**src/rtl/fsm_frame_sched.sv**
```systemverilog
// Round-robin scheduler that time-shares one bit-serial Mealy encoder between two
// word-level requesters, clearing the encoder before each frame and reassembling its output.
module fsm_frame_sched #(
    parameter int W = 8
) (
    input  logic         clk,
    input  logic         reset,
    input  logic         req0_valid,
    input  logic [W-1:0] req0_data,
    output logic         req0_ready,
    input  logic         req1_valid,
    input  logic [W-1:0] req1_data,
    output logic         req1_ready,
    output logic         fsm_x,
    output logic         fsm_reset,
    input  logic         fsm_y,
    output logic         out_valid,
    output logic [W-1:0] out_data,
    output logic         out_id,
    input  logic         out_ready
);

    localparam int CW = $clog2(W) + 1;
    localparam logic [CW-1:0] LAST_BIT = CW'(W - 1);

    typedef enum logic [1:0] {
        IDLE,
        CLR,
        SHIFT,
        DONE
    } state_t;

    state_t        state;
    logic [W-1:0]  in_shreg;
    logic [W-1:0]  out_shreg;
    logic [CW-1:0] count;
    logic          last;
    logic          id;
    logic          grant0;
    logic          grant1;

    // On contention the requester that was not served last wins.
    always_comb begin
        grant0 = req0_valid && (!req1_valid || last);
        grant1 = req1_valid && (!req0_valid || !last);
    end

    assign req0_ready = reset && (state == IDLE) && grant0;
    assign req1_ready = reset && (state == IDLE) && grant1;
    assign fsm_x      = (state == SHIFT) ? in_shreg[0] : 1'b0;
    assign fsm_reset  = !reset || (state == CLR);
    assign out_valid  = (state == DONE);
    assign out_data   = out_shreg;
    assign out_id     = id;

    always_ff @(posedge clk or negedge reset) begin
        if (!reset) begin
            state     <= IDLE;
            in_shreg  <= '0;
            out_shreg <= '0;
            count     <= '0;
            last      <= 1'b1;
            id        <= 1'b0;
        end else begin
            case (state)
                IDLE: begin
                    if (grant0 || grant1) begin
                        in_shreg <= grant1 ? req1_data : req0_data;
                        id       <= grant1;
                        state    <= CLR;
                    end
                end
                CLR: begin
                    count     <= '0;
                    out_shreg <= '0;
                    state     <= SHIFT;
                end
                SHIFT: begin
                    // OR-in via shift keeps the index width independent of the counter width.
                    out_shreg <= out_shreg | ({{(W-1){1'b0}}, fsm_y} << count);
                    in_shreg  <= in_shreg >> 1;
                    if (count == LAST_BIT) begin
                        state <= DONE;
                    end else begin
                        count <= count + 1'b1;
                    end
                end
                DONE: begin
                    if (out_ready) begin
                        last  <= id;
                        state <= IDLE;
                    end
                end
                default: state <= IDLE;
            endcase
        end
    end

endmodule

```
**config.mk**
```make
export PLATFORM = sky130hd
export DESIGN_NAME = fsm_frame_sched
export DESIGN_NICKNAME = d
export VERILOG_FILES = /design/src/rtl/fsm_frame_sched.sv
export SDC_FILE = /design/constraint.sdc
export NUM_CORES = 1
export LEC_CHECK = 0
export BUFFER_PORTS_ARGS = -buffer_cell sky130_fd_sc_hd__buf_2
export CORE_ASPECT_RATIO = 1.4
export CORE_MARGIN = 10
export CORE_UTILIZATION = 55
export DETAILED_ROUTE_END_ITERATION = 16
export MAX_ROUTING_LAYER = met4
export PLACE_DENSITY = 0.83
export SYNTH_ARGS = -nofsm -noshare
export SYNTH_HDL_FRONTEND = slang
export SYNTH_SLANG_ARGS = --single-unit
```
**constraint.sdc**
```tcl
create_clock -name clk -period 2.9 [get_ports clk]
set_input_delay 0.58 -clock clk [delete_from_list [all_inputs] [get_ports clk]]
set_output_delay 0.58 -clock clk [all_outputs]
set_load 0.05 [all_outputs]
```
==> results of run 1 <==
layout by cell type, fill, tap and decap left out, drive strengths merged:
cell / Yosys / routed
buf: 5 / 38
dfrtp: 23 / 23
nor2: 20 / 20
and2: 9 / 9
o31ai: 9 / 9
o21ai: 8 / 8
a221oi: 8 / 8
nand2: 7 / 7
a31oi: 7 / 7
ha: 6 / 6
inv: 5 / 5
a21oi: 4 / 4
clkbuf: 2 / 4
nand2b: 3 / 3
mux2i: 3 / 3
nor2b: 2 / 2
nor3b: 2 / 2
mux2: 2 / 2
a21bo: 1 / 1
or2: 1 / 1
nand3b: 1 / 1
and3b: 1 / 1
nor4b: 1 / 1
nand4: 1 / 1
and3: 1 / 1
a31o: 1 / 1
nand3: 1 / 1
o211ai: 1 / 1
dfstp: 1 / 1
cell families after synthesis:
group / Yosys count / synth area share
simple gates: 50 / 0.195
compound gates: 39 / 0.207
flops: 24 / 0.455
buf+inv: 12 / 0.0473
fa+ha+maj: 6 / 0.0567
mux: 5 / 0.0397
layout make-up:
class                           instances  share of cell area
Inverter                                5              0.0122
Multi-Input combinational cell        100               0.427
Tap cell                               23              0.0187
Timing Repair Buffer                   38               0.128
Clock buffer                            4              0.0235
Sequential cell                        24               0.390
state kept, by name, summed over array words and instances (netlist names):
signal and cells:
count 4, in_shreg 8, last 1, out_data 8, out_id 1, state 2
report_power, final:
group | leakage (nW) | switching [mW] | total, mW | internal, mW
Combinational | 0.450 | 0.622 | 0.957 | 0.335
Sequential | 0.307 | 0.106 | 0.583 | 0.477
Clock | 0.0210 | 0.0954 | 0.172 | 0.0766
synthesized netlist by cell type:
library cell	number	area, sq um
nor3b_1	1	7.51
o211ai_1	1	7.51
nand4_1	1	6.26
a221oi_2	1	15.0
nand2_1	7	26.3
a21bo_1	1	10.0
inv_1	5	18.8
a221oi_1	7	61.3
or2_1	1	6.26
mux2_1	1	11.3
and2_1	9	56.3
and3_1	1	6.26
o31ai_1	9	67.6
ha_1	6	75.1
buf_6	1	11.3
buf_4	2	15.0
a31oi_1	7	43.8
mux2i_1	3	30.0
a31o_2	1	8.76
o21ai_0	8	40.0
buf_2	2	10.0
a21oi_1	4	20.0
and3b_1	1	8.76
nand3b_1	1	7.51
nor3b_2	1	12.5
dfrtp_1	23	576
dfstp_2	1	26.3
nand3_1	1	5.00
nor2b_1	2	12.5
nor2_1	20	75.1
clkbuf_1	2	7.51
mux2_2	1	11.3
nor4b_1	1	8.76
nand2b_1	3	18.8
metrics by stage:
stage	worst slack, ns	power, mW	cells	area, sq um
after floorplan	0.648	1.34	136	1320
after global placement	0.880	1.51	190	1510
after detailed placement	0.846	1.55	190	1510
after CTS	0.636	1.73	194	1540
final	0.646	1.71	194	1540
after global routing	0.525	1.86	194	1540
critical path: stages, from the launching register on:
cell and delay [ns]:
dfrtp_1 0.42, inv_1 0.14, ha_1 0.38, and2_1 0.17
buf_2 0.25
layer usage:
| layer | share of wire | routed length [um] | vias up |
|---|---|---|---|
| li1 | - | - | 557 |
| met1 | 0.38 | 1190 | 552 |
| met2 | 0.56 | 1760 | 24 |
| met3 | 0.057 | 179 | 2 |
| met4 | 0.0025 | 8 | 0 |
| met5 | 0 | 0 | - |
final timing paths:
path | depth (start not counted) | slack [ns] | end | startpoint
setup / recovery | 4 | 0.65 | fsm_x | state[0]$_DFFE_PN0P_
hold / removal | 1 | 0.17 | in_shreg[5]$_DFFE_PN0P_ | reset
setup reg to reg | 5 | 1.03 | in_shreg[6]$_DFFE_PN0P_ | state[0]$_DFFE_PN0P_
hold reg to reg | 2 | 0.52 | out_data[7]$_DFFE_PN0P_ | out_data[7]$_DFFE_PN0P_
max in group asynchronous | 2 | 2.17 | last$_DFFE_PN1P_ | reset
min in group clk | 2 | 0.52 | out_data[7]$_DFFE_PN0P_ | out_data[7]$_DFFE_PN0P_
==> results.txt, run 1 <==
fin util: 0.660
GRT busiest layer: met2
Max transition margin: 0.633
Yosys cell types: 34
first-pass GRT wire length: 5.39 mm
1st-iter DRT viols: 33
Final HPWL DP: 2.57 mm
die height: 78.1 um
drt total wl: 3.14 mm
cts bufs inserted: 3
vias in the first global route: 1243
CP arrival: 1.67 ns
gr ovfl total: 0
Layout area overhead: 16.5%
initial antenna violation count: 0
WP data required: 2.32 ns
Initial Utilization: 0.566
Cell Area, Synth: 1320 sq um
synth warn: 0
Fillers: 207
clock sinks: 24
final worst-path cycle share: 0.777
layout cell share with drive strength beyond 1: 0.275
met2 GRT Util: 0.261
Setup Viol. Count Final: 0
DR WL/cell: 16.2 um
Worst Clk Skew: 0.00165 ns
LEAKAGE: 0.778 nW
Worst setup SP type: flop
Synth Instances: 136
CP Max Fanout: 10
register area: 602 sq um
CTS tree: done
overall routing resource usage: 0.142
met3 Usage GRT: 0.0370
Setup CP Type: reg2out
status: finished, final reports clean
hold_buf cts: 0
worst slew pin tran: 0.549 ns
Ant. Diodes: 0
grt met1 use: 0.145
area of the multi-input gates: 659 sq um
max cap viols: 0
DRC: 0
Hold Path Class: in2async
Max Fclk: 0.444 GHz
pin count of the biggest net entering global routing: 18
Antenna Nets Post-Route: 0
Pwr per Cell Area: 1110 nW/um^2
Setup Buffers After CTS: 0
clock period minus worst slack: 2.25 ns
syn avg cell area: 9.73 sq um
Nets: 200
pins over their slew limit: 0
Root Driver: clkbuf_4
CP Capture Type: output port
PortBufs: 35
htree depth: 1
post-CTS sizing: 0
row cnt: 21
vias per cell: 5.85
Seq cells post-synth: 24
unrepaired setup endpoints after global routing: no
drt first pass iters: 4
syn nets: 164
die width: 61.5 um
Placer Congestion: 0.895
vias: 1135
VDD IR-drop max: 0.000741 V
clock buffer depth: 2
die area: 4800 sq um
total core area: 2340 sq um
Fin Hold WS: 0.173 ns
sequential area share after synthesis: 0.455
Fin. Hold Viols: 0
Clock Pin Slew Worst Setup and Hold Paths: 0.13 ns
post-route setup TNS: 0 ns
IO Pins: 36
worst skew pair latency: 0.30 ns
No activity file was read; power rests on OpenSTA's default activity.
==> run 2, diff against run 1 <==
--- a/config.mk
+++ b/config.mk
@@ -8,10 +8,10 @@
 export BUFFER_PORTS_ARGS = -buffer_cell sky130_fd_sc_hd__buf_2
 export CORE_ASPECT_RATIO = 1.4
 export CORE_MARGIN = 10
-export CORE_UTILIZATION = 55
+export CORE_UTILIZATION = 51
 export DETAILED_ROUTE_END_ITERATION = 16
 export MAX_ROUTING_LAYER = met4
-export PLACE_DENSITY = 0.83
+export PLACE_DENSITY = 0.78
 export SYNTH_ARGS = -nofsm -noshare
 export SYNTH_HDL_FRONTEND = slang
 export SYNTH_SLANG_ARGS = --single-unit
==> constraint.sdc (replaced) <==
create_clock -name clk -period 2.2 [get_ports clk]
set_input_delay 0.44 -clock clk [delete_from_list [all_inputs] [get_ports clk]]
set_output_delay 0.44 -clock clk [all_outputs]
set_load 0.05 [all_outputs]
==> run 2 against run 1 <==
Clock power rose by 35%. Hold slack got worse by 0.11 ns. Total power rose by 32%. Critical endpoint is now req1_ready. Clock skew rose by 0.0067 ns. First-iteration DRC count rose by 21%.
==> results.txt, run 2 (synthesis gave the netlist of run 1 again) <==
status: finished, final reports clean
vias in the first global route: 1136
Final HPWL DP: 2.62 mm
cell count after placement: 202
DRC: 0
area of the multi-input gates: 662 sq um
overall routing resource usage: 0.132
CP Max Fanout: 5
die area: 5060 sq um
CTS tree: done
Antenna Nets Post-Route: 0
Post-Layout Cell Count: 206
cts bufs inserted: 3
Hold Path Class: in2async
die height: 80.3 um
Max transition margin: 0.662
total core area: 2440 sq um
worst reg-to-reg path cell count: 6
hold_buf cts: 0
clock period minus worst slack: 2.09 ns
clock buffer depth: 2
worst skew pair latency: 0.33 ns
register area: 602 sq um
Crit-path slowest cell: dfrtp_1
unrepaired setup endpoints after global routing: no
Fin. Hold Viols: 0
pin count of the biggest net entering global routing: 14
worst r2r dst: in_shreg[2]$_DFFE_PN0P_
initial antenna violation count: 0
1st-iter DRT viols: 40
final worst-path cycle share: 0.952
Cell Area, Placed: 1530 sq um
flop-to-flop setup slack: 0.30 ns
total power: 2.27 mW
Clock Pin Slew Worst Setup and Hold Paths: 0.13 ns
Ant. Diodes: 0
IO Pins: 36
commonest non-fill, non-tap cell in the layout: buf_2
LEAKAGE: 0.780 nW
VDD IR-drop max: 0.000783 V
PortBufs: 35
drt first pass iters: 4
fin area: 1570 sq um
Setup CP Type: reg2out
Reg2Reg Launch Point: state[0]$_DFFE_PN0P_
Nets: 201
drt total wl: 3.19 mm
CP Capture Type: output port
WP data required: 1.76 ns
most frequent cells in the layout: buf_2, dfrtp_1, nor2_1
gr ovfl total: 0
post-route setup TNS: 0 ns
Setup Buffers After CTS: 0
Setup Viol. Count Final: 0
Worst Clk Skew: 0.00831 ns
CP max stage delay: 0.43 ns
htree depth: 1
Pwr per Cell Area: 1440 nW/um^2
first-pass GRT wire length: 5.36 mm
worst slew pin tran: 0.507 ns
DR WL/cell: 15.5 um
Initial Utilization: 0.542
CP cell instances: inv_1 -> ha_1 -> nand2_1 -> nor2_1 -> clkbuf_4
layout cell share with drive strength beyond 1: 0.285
vias: 1136
Fillers: 222
Layout area overhead: 18.7%
Max Fclk: 0.477 GHz
clock sinks: 24
pins over their slew limit: 0
row cnt: 21
Placer Congestion: 0.896
vias per cell: 5.51
die width: 63.1 um
Fin Hold WS: 0.0662 ns
max cap viols: 0
CP arrival: 1.65 ns
Root Driver: clkbuf_4
Worst setup SP type: flop
[run 2: cell count changes in the layout (fill, tap and decap cells not counted), sizes merged]
cell    delta
buf        -1
clkbuf     +2
[run 2: worst max-delay path: cells and delay by family, from the launching register on]
kind | cells | cell delay [ns]
fa+ha+maj | 1 | 0.30
simple gates | 2 | 0.21
buf+inv | 2 | 0.39
flops | 1 | 0.43
[run 2: timing repair]
action,4_1_cts,5_1_grt
gates cloned,0,0
endpoints found under the setup margin,1,2
resized for setup,1,2
[run 2: routing by layer]
layer / wire [um] / vias up / global-route usage
li1: - / 561 / -
met1: 1330 / 530 / 0.142
met2: 1640 / 37 / 0.230
met3: 137 / 8 / 0.0222
met4: 79 / 0 / 0.0650
met5: 0 / - / -
[run 2: area by class of cell]
cell class                      instances  share of cell area
Clock buffer                            4              0.0231
Inverter                                5              0.0119
Multi-Input combinational cell        100               0.421
Sequential cell                        24               0.383
Tap cell                               34              0.0271
Timing Repair Buffer                   39               0.134
[run 2: where the power goes]
group	switching [mW]	internal [mW]	leakage [nW]
registers	0.144	0.629	0.307
logic	0.813	0.447	0.452
clock network	0.131	0.101	0.0210
[run 2: worst max path at each step]
stage / start / to / slack, ns / cells after the start
3_3_place_gp: req1_valid / req1_ready / 0.41 / 4
5_1_grt: state[0]$_DFFE_PN0P_ / req0_ready / 0.02 / 5
3_5_place_dp: state[0]$_DFFE_PN0P_ / in_shreg[2]$_DFFE_PN0P_ / 0.27 / 5
4_1_cts: state[0]$_DFFE_PN0P_ / req1_ready / 0.07 / 5
2_1_floorplan: req1_valid / req1_ready / 0.23 / 4
6_report: state[0]$_DFFE_PN0P_ / req1_ready / 0.11 / 5
[run 2: stage by stage]
step,worst slack (ns),utilization
CTS,0.0711,0.641
finish,0.105,0.643
global placement,0.414,0.625
floorplan,0.228,-
global route,0.0152,0.643
detailed placement,0.273,0.625
